$ cat config.mk
export PLATFORM = sky130hd
export DESIGN_NAME = btn_cond_multi_flat
export DESIGN_NICKNAME = d
export VERILOG_FILES = /design/src/rtl/btn_cond_pkg.sv /design/src/rtl/btn_cond_multi_if.sv /design/src/rtl/btn_cond_chan.sv /design/src/rtl/btn_cond_multi.sv /design/src/flat_wrapper.sv
export SDC_FILE = /design/constraint.sdc
export NUM_CORES = 1
export LEC_CHECK = 0
export ABC_CLOCK_PERIOD_IN_PS = 1900
export CORE_ASPECT_RATIO = 1.75
export CORE_MARGIN = 3
export CORE_UTILIZATION = 40
export CTS_CLUSTER_DIAMETER = 30
export CTS_CLUSTER_SIZE = 25
export DETAILED_ROUTE_END_ITERATION = 10
export GPL_TIMING_DRIVEN = 0
export HOLD_SLACK_MARGIN = 0.06
export PLACE_DENSITY_LB_ADDON = 0.15
export SLEW_MARGIN = 20
export SYNTH_ARGS = -nofsm -noshare
export SYNTH_HDL_FRONTEND = slang
export SYNTH_SLANG_ARGS = --single-unit
$ cat constraint.sdc
create_clock -name clk -period 1.9 [get_ports clk]
set_input_delay 0.57 -clock clk [delete_from_list [all_inputs] [get_ports clk]]
set_output_delay 0.57 -clock clk [all_outputs]
set_load 0.05 [all_outputs]
$ cat src/rtl/btn_cond_pkg.sv
// ============================================================================
// Module      : btn_cond_pkg
// Description : Shared definitions for the multi-channel button conditioner:
//               2-bit edge-mode encodings, the hold/auto-repeat FSM state
//               type and a small elaboration-time helper.
// Ports       : none (package)
// Revision    : 1.0 - initial release
// ============================================================================
`default_nettype none

package btn_cond_pkg;

    // Per-channel edge select. Bit 0 enables rising, bit 1 enables falling.
    localparam logic [1:0] EDGE_NONE = 2'b00;
    localparam logic [1:0] EDGE_RISE = 2'b01;
    localparam logic [1:0] EDGE_FALL = 2'b10;
    localparam logic [1:0] EDGE_BOTH = 2'b11;

    typedef enum logic [1:0] {
        IDLE      = 2'd0,
        WAIT_HOLD = 2'd1,
        REPEAT    = 2'd2
    } hold_state_t;

    function automatic int max_int(input int a, input int b);
        return (a > b) ? a : b;
    endfunction

endpackage

`default_nettype wire

$ cat src/rtl/btn_cond_multi_if.sv
// ============================================================================
// Module      : btn_cond_multi_if
// Description : Signal bundle between the board-side button inputs / mode
//               register and the conditioned outputs seen by the IO bus.
// Ports       : btn_in    - raw asynchronous button levels   (N_CH)
//               mode      - per-channel edge select          (2*N_CH)
//               btn_level - debounced levels                 (N_CH)
//               btn_edge  - one-cycle accepted-edge pulses   (N_CH)
//               btn_hold  - one-cycle hold/repeat pulses     (N_CH)
//               master modport drives btn_in/mode; slave is the conditioner.
// Revision    : 1.0 - initial release
// ============================================================================
`default_nettype none

interface btn_cond_multi_if #(
    parameter int N_CH = 5
);
    logic [N_CH-1:0]   btn_in;
    logic [2*N_CH-1:0] mode;
    logic [N_CH-1:0]   btn_level;
    logic [N_CH-1:0]   btn_edge;
    logic [N_CH-1:0]   btn_hold;

    modport master (
        output btn_in,
        output mode,
        input  btn_level,
        input  btn_edge,
        input  btn_hold
    );

    modport slave (
        input  btn_in,
        input  mode,
        output btn_level,
        output btn_edge,
        output btn_hold
    );
endinterface

`default_nettype wire

$ cat src/rtl/btn_cond_chan.sv
// ============================================================================
// Module      : btn_cond_chan
// Description : One button channel: two-flop synchroniser, saturating
//               debounce counter, mode-selected edge pulse and, when the
//               macro BTN_COND_HOLD_EN is defined, a hold/auto-repeat
//               generator. Without the macro btn_hold is tied to 0.
// Ports       : clk       - clock, rising edge
//               rstn      - asynchronous active-low reset
//               btn_in    - raw button level
//               mode      - edge select (bit0 rising, bit1 falling)
//               btn_level - debounced level
//               btn_edge  - one-cycle pulse on an accepted, enabled edge
//               btn_hold  - one-cycle hold/repeat pulse
// Revision    : 1.0 - initial release
// ============================================================================
`default_nettype none

module btn_cond_chan
    import btn_cond_pkg::*;
#(
    parameter int DEB_CYCLES    = 1_000_000,
    parameter int HOLD_CYCLES   = 50_000_000,
    parameter int REPEAT_CYCLES = 10_000_000
) (
    input  logic       clk,
    input  logic       rstn,
    input  logic       btn_in,
    input  logic [1:0] mode,
    output logic       btn_level,
    output logic       btn_edge,
    output logic       btn_hold
);

    localparam int             DEB_W    = $clog2(DEB_CYCLES + 1);
    localparam logic [DEB_W-1:0] DEB_LAST = DEB_W'(DEB_CYCLES - 1);

    logic             r_s1;
    logic             r_s2;
    logic             r_stable;
    logic [DEB_W-1:0] r_cnt;
    logic             r_edge;
    logic             w_accept;

    // The count only advances while s2 disagrees with the accepted level,
    // so any agreeing sample restarts it; it can never pass DEB_LAST.
    assign w_accept = (r_s2 != r_stable) && (r_cnt == DEB_LAST);

    always_ff @(posedge clk or negedge rstn) begin
        if (!rstn) begin
            r_s1     <= 1'b0;
            r_s2     <= 1'b0;
            r_stable <= 1'b0;
            r_cnt    <= '0;
            r_edge   <= 1'b0;
        end else begin
            r_s1   <= btn_in;
            r_s2   <= r_s1;
            r_edge <= 1'b0;
            if (r_s2 == r_stable) begin
                r_cnt <= '0;
            end else if (w_accept) begin
                r_stable <= ~r_stable;
                r_cnt    <= '0;
                // New level is ~r_stable: currently low means a rising edge.
                r_edge   <= |(mode & (r_stable ? EDGE_FALL : EDGE_RISE));
            end else begin
                r_cnt <= r_cnt + 1'b1;
            end
        end
    end

    assign btn_level = r_stable;
    assign btn_edge  = r_edge;

`ifdef BTN_COND_HOLD_EN
    localparam int              HOLD_W    = $clog2(max_int(HOLD_CYCLES, REPEAT_CYCLES) + 1);
    localparam logic [HOLD_W-1:0] HOLD_LAST = HOLD_W'(HOLD_CYCLES - 1);
    localparam logic [HOLD_W-1:0] REP_LAST  = HOLD_W'(REPEAT_CYCLES - 1);

    hold_state_t       r_state;
    hold_state_t       w_state_next;
    logic [HOLD_W-1:0] r_hcnt;
    logic [HOLD_W-1:0] w_hcnt_next;
    logic              r_hold;
    logic              w_hold_next;
    logic              w_stable_next;

    // Looking at the level stable is about to take lets the FSM leave IDLE
    // on the same edge the level rises, so the first pulse lands exactly
    // HOLD_CYCLES after btn_level goes high, and lets a release suppress a
    // pulse falling due on that same edge.
    assign w_stable_next = r_stable ^ w_accept;

    always_ff @(posedge clk or negedge rstn) begin
        if (!rstn) begin
            r_state <= IDLE;
            r_hcnt  <= '0;
            r_hold  <= 1'b0;
        end else begin
            r_state <= w_state_next;
            r_hcnt  <= w_hcnt_next;
            r_hold  <= w_hold_next;
        end
    end

    always_comb begin
        w_state_next = r_state;
        w_hcnt_next  = r_hcnt + 1'b1;
        w_hold_next  = 1'b0;
        if (!w_stable_next) begin
            w_state_next = IDLE;
            w_hcnt_next  = '0;
        end else begin
            case (r_state)
                IDLE: begin
                    w_state_next = WAIT_HOLD;
                    w_hcnt_next  = '0;
                end
                WAIT_HOLD: begin
                    if (r_hcnt == HOLD_LAST) begin
                        w_state_next = REPEAT;
                        w_hcnt_next  = '0;
                        w_hold_next  = 1'b1;
                    end
                end
                REPEAT: begin
                    if (r_hcnt == REP_LAST) begin
                        w_hcnt_next = '0;
                        w_hold_next = 1'b1;
                    end
                end
                default: begin
                    w_state_next = IDLE;
                    w_hcnt_next  = '0;
                end
            endcase
        end
    end

    assign btn_hold = r_hold;
`else
    assign btn_hold = 1'b0;
`endif

endmodule

`default_nettype wire

$ cat src/rtl/btn_cond_multi.sv
// ============================================================================
// Module      : btn_cond_multi
// Description : N_CH-channel button conditioner. Each channel is synchronised,
//               debounced and edge-detected independently; the per-channel
//               2-bit mode field selects which edges pulse btn_edge. The
//               hold/auto-repeat generator is present only when the macro
//               BTN_COND_HOLD_EN is defined; otherwise btn_hold is 0.
// Ports       : clk  - clock, rising edge
//               rstn - asynchronous active-low reset
//               bus  - btn_cond_multi_if.slave (btn_in, mode, btn_level,
//                      btn_edge, btn_hold)
// Revision    : 1.0 - initial release
// ============================================================================
`default_nettype none

module btn_cond_multi
    import btn_cond_pkg::*;
#(
    parameter int N_CH          = 5,
    parameter int DEB_CYCLES    = 1_000_000,
    parameter int HOLD_CYCLES   = 50_000_000,
    parameter int REPEAT_CYCLES = 10_000_000
) (
    input  logic                  clk,
    input  logic                  rstn,
    btn_cond_multi_if.slave       bus
);

    logic [N_CH-1:0] w_level;
    logic [N_CH-1:0] w_edge;
    logic [N_CH-1:0] w_hold;

    for (genvar i = 0; i < N_CH; i++) begin : g_chan
        btn_cond_chan #(
            .DEB_CYCLES    (DEB_CYCLES),
            .HOLD_CYCLES   (HOLD_CYCLES),
            .REPEAT_CYCLES (REPEAT_CYCLES)
        ) u_chan (
            .clk       (clk),
            .rstn      (rstn),
            .btn_in    (bus.btn_in[i]),
            .mode      (bus.mode[2*i +: 2]),
            .btn_level (w_level[i]),
            .btn_edge  (w_edge[i]),
            .btn_hold  (w_hold[i])
        );
    end

    assign bus.btn_level = w_level;
    assign bus.btn_edge  = w_edge;
    assign bus.btn_hold  = w_hold;

endmodule

`default_nettype wire

$ cat src/flat_wrapper.sv
// flat-port wrapper written by rule: the top's interface ports become plain ports
module btn_cond_multi_flat import btn_cond_pkg::*;
#(
    parameter int N_CH          = 5,
    parameter int DEB_CYCLES    = 1_000_000,
    parameter int HOLD_CYCLES   = 50_000_000,
    parameter int REPEAT_CYCLES = 10_000_000
)
  (clk, rstn, bus_btn_in, bus_mode, bus_btn_level, bus_btn_edge, bus_btn_hold);
  btn_cond_multi_if #(.N_CH(N_CH)) bus_i ();
  input  logic clk;
  input  logic rstn;
  input wire logic [$bits(bus_i.btn_in)-1:0] bus_btn_in;
  input wire logic [$bits(bus_i.mode)-1:0] bus_mode;
  output wire logic [$bits(bus_i.btn_level)-1:0] bus_btn_level;
  output wire logic [$bits(bus_i.btn_edge)-1:0] bus_btn_edge;
  output wire logic [$bits(bus_i.btn_hold)-1:0] bus_btn_hold;
  assign bus_i.btn_in = bus_btn_in;
  assign bus_i.mode = bus_mode;
  assign bus_btn_level = bus_i.btn_level;
  assign bus_btn_edge = bus_i.btn_edge;
  assign bus_btn_hold = bus_i.btn_hold;
  btn_cond_multi #(.N_CH(N_CH), .DEB_CYCLES(DEB_CYCLES), .HOLD_CYCLES(HOLD_CYCLES), .REPEAT_CYCLES(REPEAT_CYCLES)) u_core (.clk(clk), .rstn(rstn), .bus(bus_i));
endmodule
==> results of run 1 <==
registers in the layout (all words and copies together) (netlist names):
register                        count
u_core.g_chan.u_chan.btn_level      5
u_core.g_chan.u_chan.r_s1           5
u_core.g_chan.u_chan.r_cnt        100
u_core.g_chan.u_chan.r_s2           5
u_core.g_chan.u_chan.btn_edge       5
worst min path at each step:
stage / from / endpoint / slack, ps
after floorplan: rstn / u_core.g_chan[0].u_chan.btn_edge$_DFF_PN0_ / 270
after global placement: u_core.g_chan[0].u_chan.r_s1$_DFF_PN0_ / u_core.g_chan[0].u_chan.r_s2$_DFF_PN0_ / 330
after detailed placement: u_core.g_chan[2].u_chan.r_s1$_DFF_PN0_ / u_core.g_chan[2].u_chan.r_s2$_DFF_PN0_ / 340
after CTS: rstn / u_core.g_chan[3].u_chan.r_cnt[18]$_DFF_PN0_ / 140
after global routing: rstn / u_core.g_chan[3].u_chan.r_cnt[18]$_DFF_PN0_ / 160
final: rstn / u_core.g_chan[3].u_chan.r_cnt[18]$_DFF_PN0_ / 120
cell type report:
type	instances	area, sq um
Tap cell	177	221
Clock inverter	9	77.6
Multi-Input combinational cell	416	2670
Inverter	19	71.3
Clock buffer	22	454
Timing Repair Buffer	39	348
Fill cell	1314	7080
Buffer	26	198
Sequential cell	120	3000
what timing repair did:
action                                  CTS  global route
setup buffers                             5             7
gates resized for setup                  30            39
pin swaps                                 2             5
endpoints found under the setup margin   32            81
power breakdown:
part           internal (mW)  total [mW]  switching, mW  leakage (nW)
logic                 0.0995       0.249          0.150          1.05
registers               2.60        2.63         0.0380          1.64
clock network           1.81        2.89           1.08         0.256
layout by cell type (no fill, tap or decap), types with 10 or more instances in the layout:
| cell type | instances |
|---|---|
| nand4_1 | 20 |
| inv_1 | 19 |
| clkbuf_16 | 17 |
| nor2_2 | 11 |
| a21oi_1 | 23 |
| nor3_1 | 14 |
| dfrtp_1 | 119 |
| xnor2_1 | 30 |
| xor2_1 | 38 |
| nand3_1 | 36 |
| buf_4 | 32 |
| o31ai_1 | 10 |
| clkdlybuf4s50_1 | 15 |
| or3_1 | 16 |
| nor2_1 | 71 |
| o21ai_0 | 19 |
| nand2_1 | 30 |
| nor4_1 | 10 |
| and3_1 | 16 |
critical path, delay by kind of cell, from the launching register on:
family | cells | cell delay, ps
simple gates | 3 | 940
buf+inv | 1 | 120
fa+ha+maj | 1 | 180
compound gates | 1 | 150
flops | 1 | 370
layer usage:
metal	GRT usage (%)	vias to the layer above	share of wire, %
met2	26.7	52	52
met5	0	-	0
li1	-	2134	-
met4	6.57	0	2.0
met1	17.2	2120	43
met3	3.07	12	2.3
cells by family after synthesis:
| family | synth area share (%) |
|---|---|
| buffers and inverters | 4.20 |
| adders and majority gates | 1.07 |
| DFF | 51.4 |
| and+or+nand+nor | 25.4 |
| other | 0.0642 |
| muxes | 1.48 |
| AOI/OAI and AO/OA | 6.19 |
| xor gates and xnor gates | 10.2 |
through the flow:
step,utilization (%),instances,cell area [sq um],TNS [ps]
floorplan,-,581,5850,0
global placement,44.9,784,6340,-548990
CTS,49.3,821,6960,0
finish,49.9,828,7040,0
global route,49.9,828,7040,-100
detailed placement,45.1,785,6360,-1750
==> impl_metrics.toml, run 1 <==
[yosys]
post-synth-top-count-cell = "dfrtp_1"
syn_area_per_cell_sq_um = 10.1
synth_seq_cells = 120
ys.flop_type = "dfrtp_1"
syn_area_sq_um = 5840
ys_seq_area_share_pct = 51.4
yosys.area.top_type = "dfrtp_1"
synth_top_area_share_pct = 51.4
synth_edf_count = 0
synthCells = 577
synthTopCellsByArea = "dfrtp_1 (51%), xor2_1 (5.7%), nor2_1 (4.6%)"
ys_warn_count = 0
async_flop_share_pct = 100
yosys-top-cells-count = "dfrtp_1 (120), nor2_1 (72), xor2_1 (38)"
synth_cell_types = 43

[grt]
grt_pass1_wl_um = 20100
grt_pass1_vias = 4390
track_usage_pct = 15.0
antenna_found_initial = 0
grt_max_degree = 66
grt-ovfl-total = 0

[die]
core_sq_um = 14100
dieArea_sq_um = 16100
initial_core_util_pct = 41.4
rows = 57
die_w_um = 97.3
ioPinCount = 32
die_h_um = 166

[critical_path]
path_class = "register to register"
critPathCaptureType = "register"
slowest_delay_ps = 580
rr_worst_depth = 6
rrSetupSlack_ps = 80
crit_slowest_cell = "or4_4"
crit_start = "u_core.g_chan[0].u_chan.r_cnt[0]$_DFF_PN0_"
reg2reg_to = "u_core.g_chan[0].u_chan.r_cnt[18]$_DFF_PN0_"
worstReg2RegStart = "u_core.g_chan[0].u_chan.r_cnt[0]$_DFF_PN0_"
crit_path_end = "u_core.g_chan[0].u_chan.r_cnt[18]$_DFF_PN0_"
crit_arrival_ps = 2150
start_kind = "register"
cp_cell_sequence = "ha_2, and3_1, buf_6, nand4_1, or4_4, a21oi_2"
cp_data_required_time_ps = 2230
cp_max_fo = 5

[sta]
min_period_over_period_pct = 95.8
timing.hold.ws_ps = 117
worst_pin_slew_ps = 540
rsz0062_at_grt = "true"
hold_viol = 0
final.setup.worst_slack_ps = 79.8
timing.fmax_ghz = 0.549
finClkSkew_ps = 8.97
min_period_ps = 1820
slew_viol_final = 0
slew_headroom_pct = 64.0
setup_viol = 0

[placed_design]
io_buffers = 26
place.gp.congestion = 0.774
preCtsSetupSlack_ps = -95.6
hpwl_um = 7780

[clock_network]
cts_tree = "yes"
postCtsHoldBufs = 0
cts_buffer_depth = 2
cts_buffers = 17
cts-root-buf = "clkbuf_16"
clk_pin_slew_ps = 60
clock_sinks = 120
htree_levels = 4
insertion_delay_ps = 400

[cells_and_area]
syn2layout_area_growth_pct = 20.6
nNetsFinal = 661
drive_gt1_share_pct = 17.8
num_antenna_cells = 0

[power]
ir_drop_v = 0.000529
leakagePower_nw = 2.95
p_total_mw = 5.78
power.density_nw_per_um2 = 821

[detailed_routing]
postRouteAntennaNets = 0
dr.pass1.iters = 4
routed_wl_um = 11300
vias_per_cell = 5.21
drt_iter0_markers = 135
wire_per_inst_um = 13.7
via_count = 4318
drc = 0

[flow_run]
drv_cap = 0

[worst_hold_path]
hold_path_class = "input port to asynchronous set/reset pin"

[run_status]
status = "finished, final reports clean"
Note: power is estimated with default switching activity, not from simulation.
==> run 2, diff against run 1 <==
--- a/config.mk
+++ b/config.mk
@@ -8,7 +8,7 @@
 export ABC_CLOCK_PERIOD_IN_PS = 1900
 export CORE_ASPECT_RATIO = 1.75
 export CORE_MARGIN = 3
-export CORE_UTILIZATION = 40
+export CORE_UTILIZATION = 30
 export CTS_CLUSTER_DIAMETER = 30
 export CTS_CLUSTER_SIZE = 25
 export DETAILED_ROUTE_END_ITERATION = 10
==> run 2 against run 1 <==
Effect of this change: final area grew 1.8%; via count grew 1.3%; critical endpoint is now bus_btn_edge[4]; global-route usage fell by 3.0 points; non-clock buffer count shrank 3.
==> impl_metrics.toml, run 2 (synthesized netlist as in run 1, its figures left out) <==
[sta]
min_period_ps = 1840
setup_viol = 0
slew_viol_final = 0
timing.fmax_ghz = 0.543
finClkSkew_ps = 6.35
final.setup.worst_slack_ps = 59.7
hold_viol = 0
min_period_over_period_pct = 96.9

[critical_path]
worstReg2RegStart = "u_core.g_chan[3].u_chan.r_cnt[16]$_DFF_PN0_"
rrSetupSlack_ps = 80
crit_arrival_ps = 1270
slowest_delay_ps = 390
start_kind = "register"
crit_slowest_cell = "dfrtp_1"
reg2reg_to = "u_core.g_chan[3].u_chan.btn_level$_DFFE_PN0P_"
cp_cell_sequence = "buf_4, clkdlybuf4s15_2"
cp_data_required_time_ps = 1330
critPathCaptureType = "output port"
path_class = "register to output port"
rr_worst_depth = 4
cp_max_fo = 1

[die]
dieArea_sq_um = 21200
core_sq_um = 18800
rows = 66
die_w_um = 111
die_h_um = 191
initial_core_util_pct = 31.0
ioPinCount = 32

[clock_network]
cts_tree = "yes"
htree_levels = 4
clock_sinks = 120
cts_buffer_depth = 2
cts-root-buf = "clkbuf_16"
postCtsHoldBufs = 0
clk_pin_slew_ps = 60
cts_buffers = 17
insertion_delay_ps = 420

[placed_design]
preCtsSetupSlack_ps = -135
io_buffers = 26
place_area_sq_um = 6440
place.gp.congestion = 0.764
hpwl_um = 8110

[grt]
grt_max_degree = 73
antenna_found_initial = 0
grt_pass1_wl_um = 20800
grt_pass1_vias = 4449
track_usage_pct = 12.0
grt-ovfl-total = 0

[detailed_routing]
postRouteAntennaNets = 0
routed_wl_um = 11800
wire_per_inst_um = 13.4
dr.pass1.iters = 7
via_count = 4372
drc = 0
drt_iter0_markers = 166
vias_per_cell = 4.93

[cells_and_area]
num_antenna_cells = 0
final_common_cell = "dfrtp_1"
nFillCells = 1866
largest_register_ffs = 100
regMostFlops = "u_core.g_chan.u_chan.r_cnt"
final_cell_area_sq_um = 7170
nNetsFinal = 658
drive_gt1_share_pct = 17.6
final_cell_mix = "dfrtp_1 (119), nor2_1 (71), xor2_1 (38)"
syn2layout_area_growth_pct = 22.7
fin_util_pct = 38.1

[run_status]
status = "finished, final reports clean"

[power]
ir_drop_v = 0.000553
leakagePower_nw = 2.97
power.density_nw_per_um2 = 862

[worst_hold_path]
hold_path_class = "input port to asynchronous set/reset pin"

[flow_run]
drv_cap = 0
-- run 2: changes by cell type in the layout (fill, tap and decap cells not counted), sizes merged --
cell           change
buf                -2
bufinv             +2
clkbuf             -7
clkdlybuf4s15      +2
clkinv             -1
clkinvlp           +2
inv                +2
-- run 2: what timing repair did --
action	CTS	global route
buffers inserted	6	3
setup endpoints to repair	32	51
pin swaps	2	1
resized for setup	41	18
-- run 2: final cells by class --
cell class                      instances  area, sq um  share of cell area (%)
Clock buffer                           18          439                    6.13
Buffer                                 26          186                    2.60
Timing Repair Buffer                   36          340                    4.75
Sequential cell                       120         3000                    41.9
Clock inverter                         14          173                    2.41
Tap cell                              238          298                    4.16
Multi-Input combinational cell        416         2650                    37.0
Inverter                               19         71.3                   0.995
-- run 2: per-stage QoR --
step | hold slack, ps | instances | power [mW] | TNS (ps)
6_report | 93.6 | 887 | 6.18 | 0
5_1_grt | 131 | 887 | 6.44 | -1.21
4_1_cts | 99.3 | 884 | 6.29 | 0
3_5_place_dp | 338 | 846 | 2.91 | -1790
3_3_place_gp | 334 | 845 | 2.90 | -558920
2_1_floorplan | 274 | 581 | 2.78 | 0
-- run 2: routing by layer --
layer	track usage [%]	share of wire, %
met4	5.15	2.2
met3	3.46	3.5
met1	13.1	41
met2	21.5	53
met5	0	0
-- run 2: critical path, delay by kind of cell, from the launching register on --
| kind | cells | cell delay (ps) |
|---|---|---|
| flip-flops | 1 | 390 |
| buffers and inverters | 2 | 450 |
-- run 2: worst max-delay path by stage --
stage                                                start                                          end  slack (ps)  cells after the start
2_1_floorplan  u_core.g_chan[4].u_chan.r_cnt[16]$_DFF_PN0_   u_core.g_chan[4].u_chan.r_cnt[8]$_DFF_PN0_         170                      5
3_3_place_gp                                          rstn  u_core.g_chan[1].u_chan.r_cnt[12]$_DFF_PN0_       -4670                      1
3_5_place_dp    u_core.g_chan[4].u_chan.r_cnt[0]$_DFF_PN0_  u_core.g_chan[4].u_chan.r_cnt[18]$_DFF_PN0_        -130                      5
4_1_cts         u_core.g_chan[0].u_chan.r_cnt[0]$_DFF_PN0_   u_core.g_chan[0].u_chan.r_cnt[8]$_DFF_PN0_          20                      7
5_1_grt         u_core.g_chan[0].u_chan.r_cnt[0]$_DFF_PN0_  u_core.g_chan[0].u_chan.r_cnt[17]$_DFF_PN0_        -0.7                      7
6_report        u_core.g_chan[4].u_chan.btn_edge$_DFF_PN0_                              bus_btn_edge[4]          60                      2
-- run 2: power by group --
| part | internal, mW | switching (mW) | total (mW) |
|---|---|---|---|
| Combinational | 0.0972 | 0.151 | 0.248 |
| Clock | 2.10 | 1.20 | 3.30 |
| Sequential | 2.59 | 0.0370 | 2.63 |
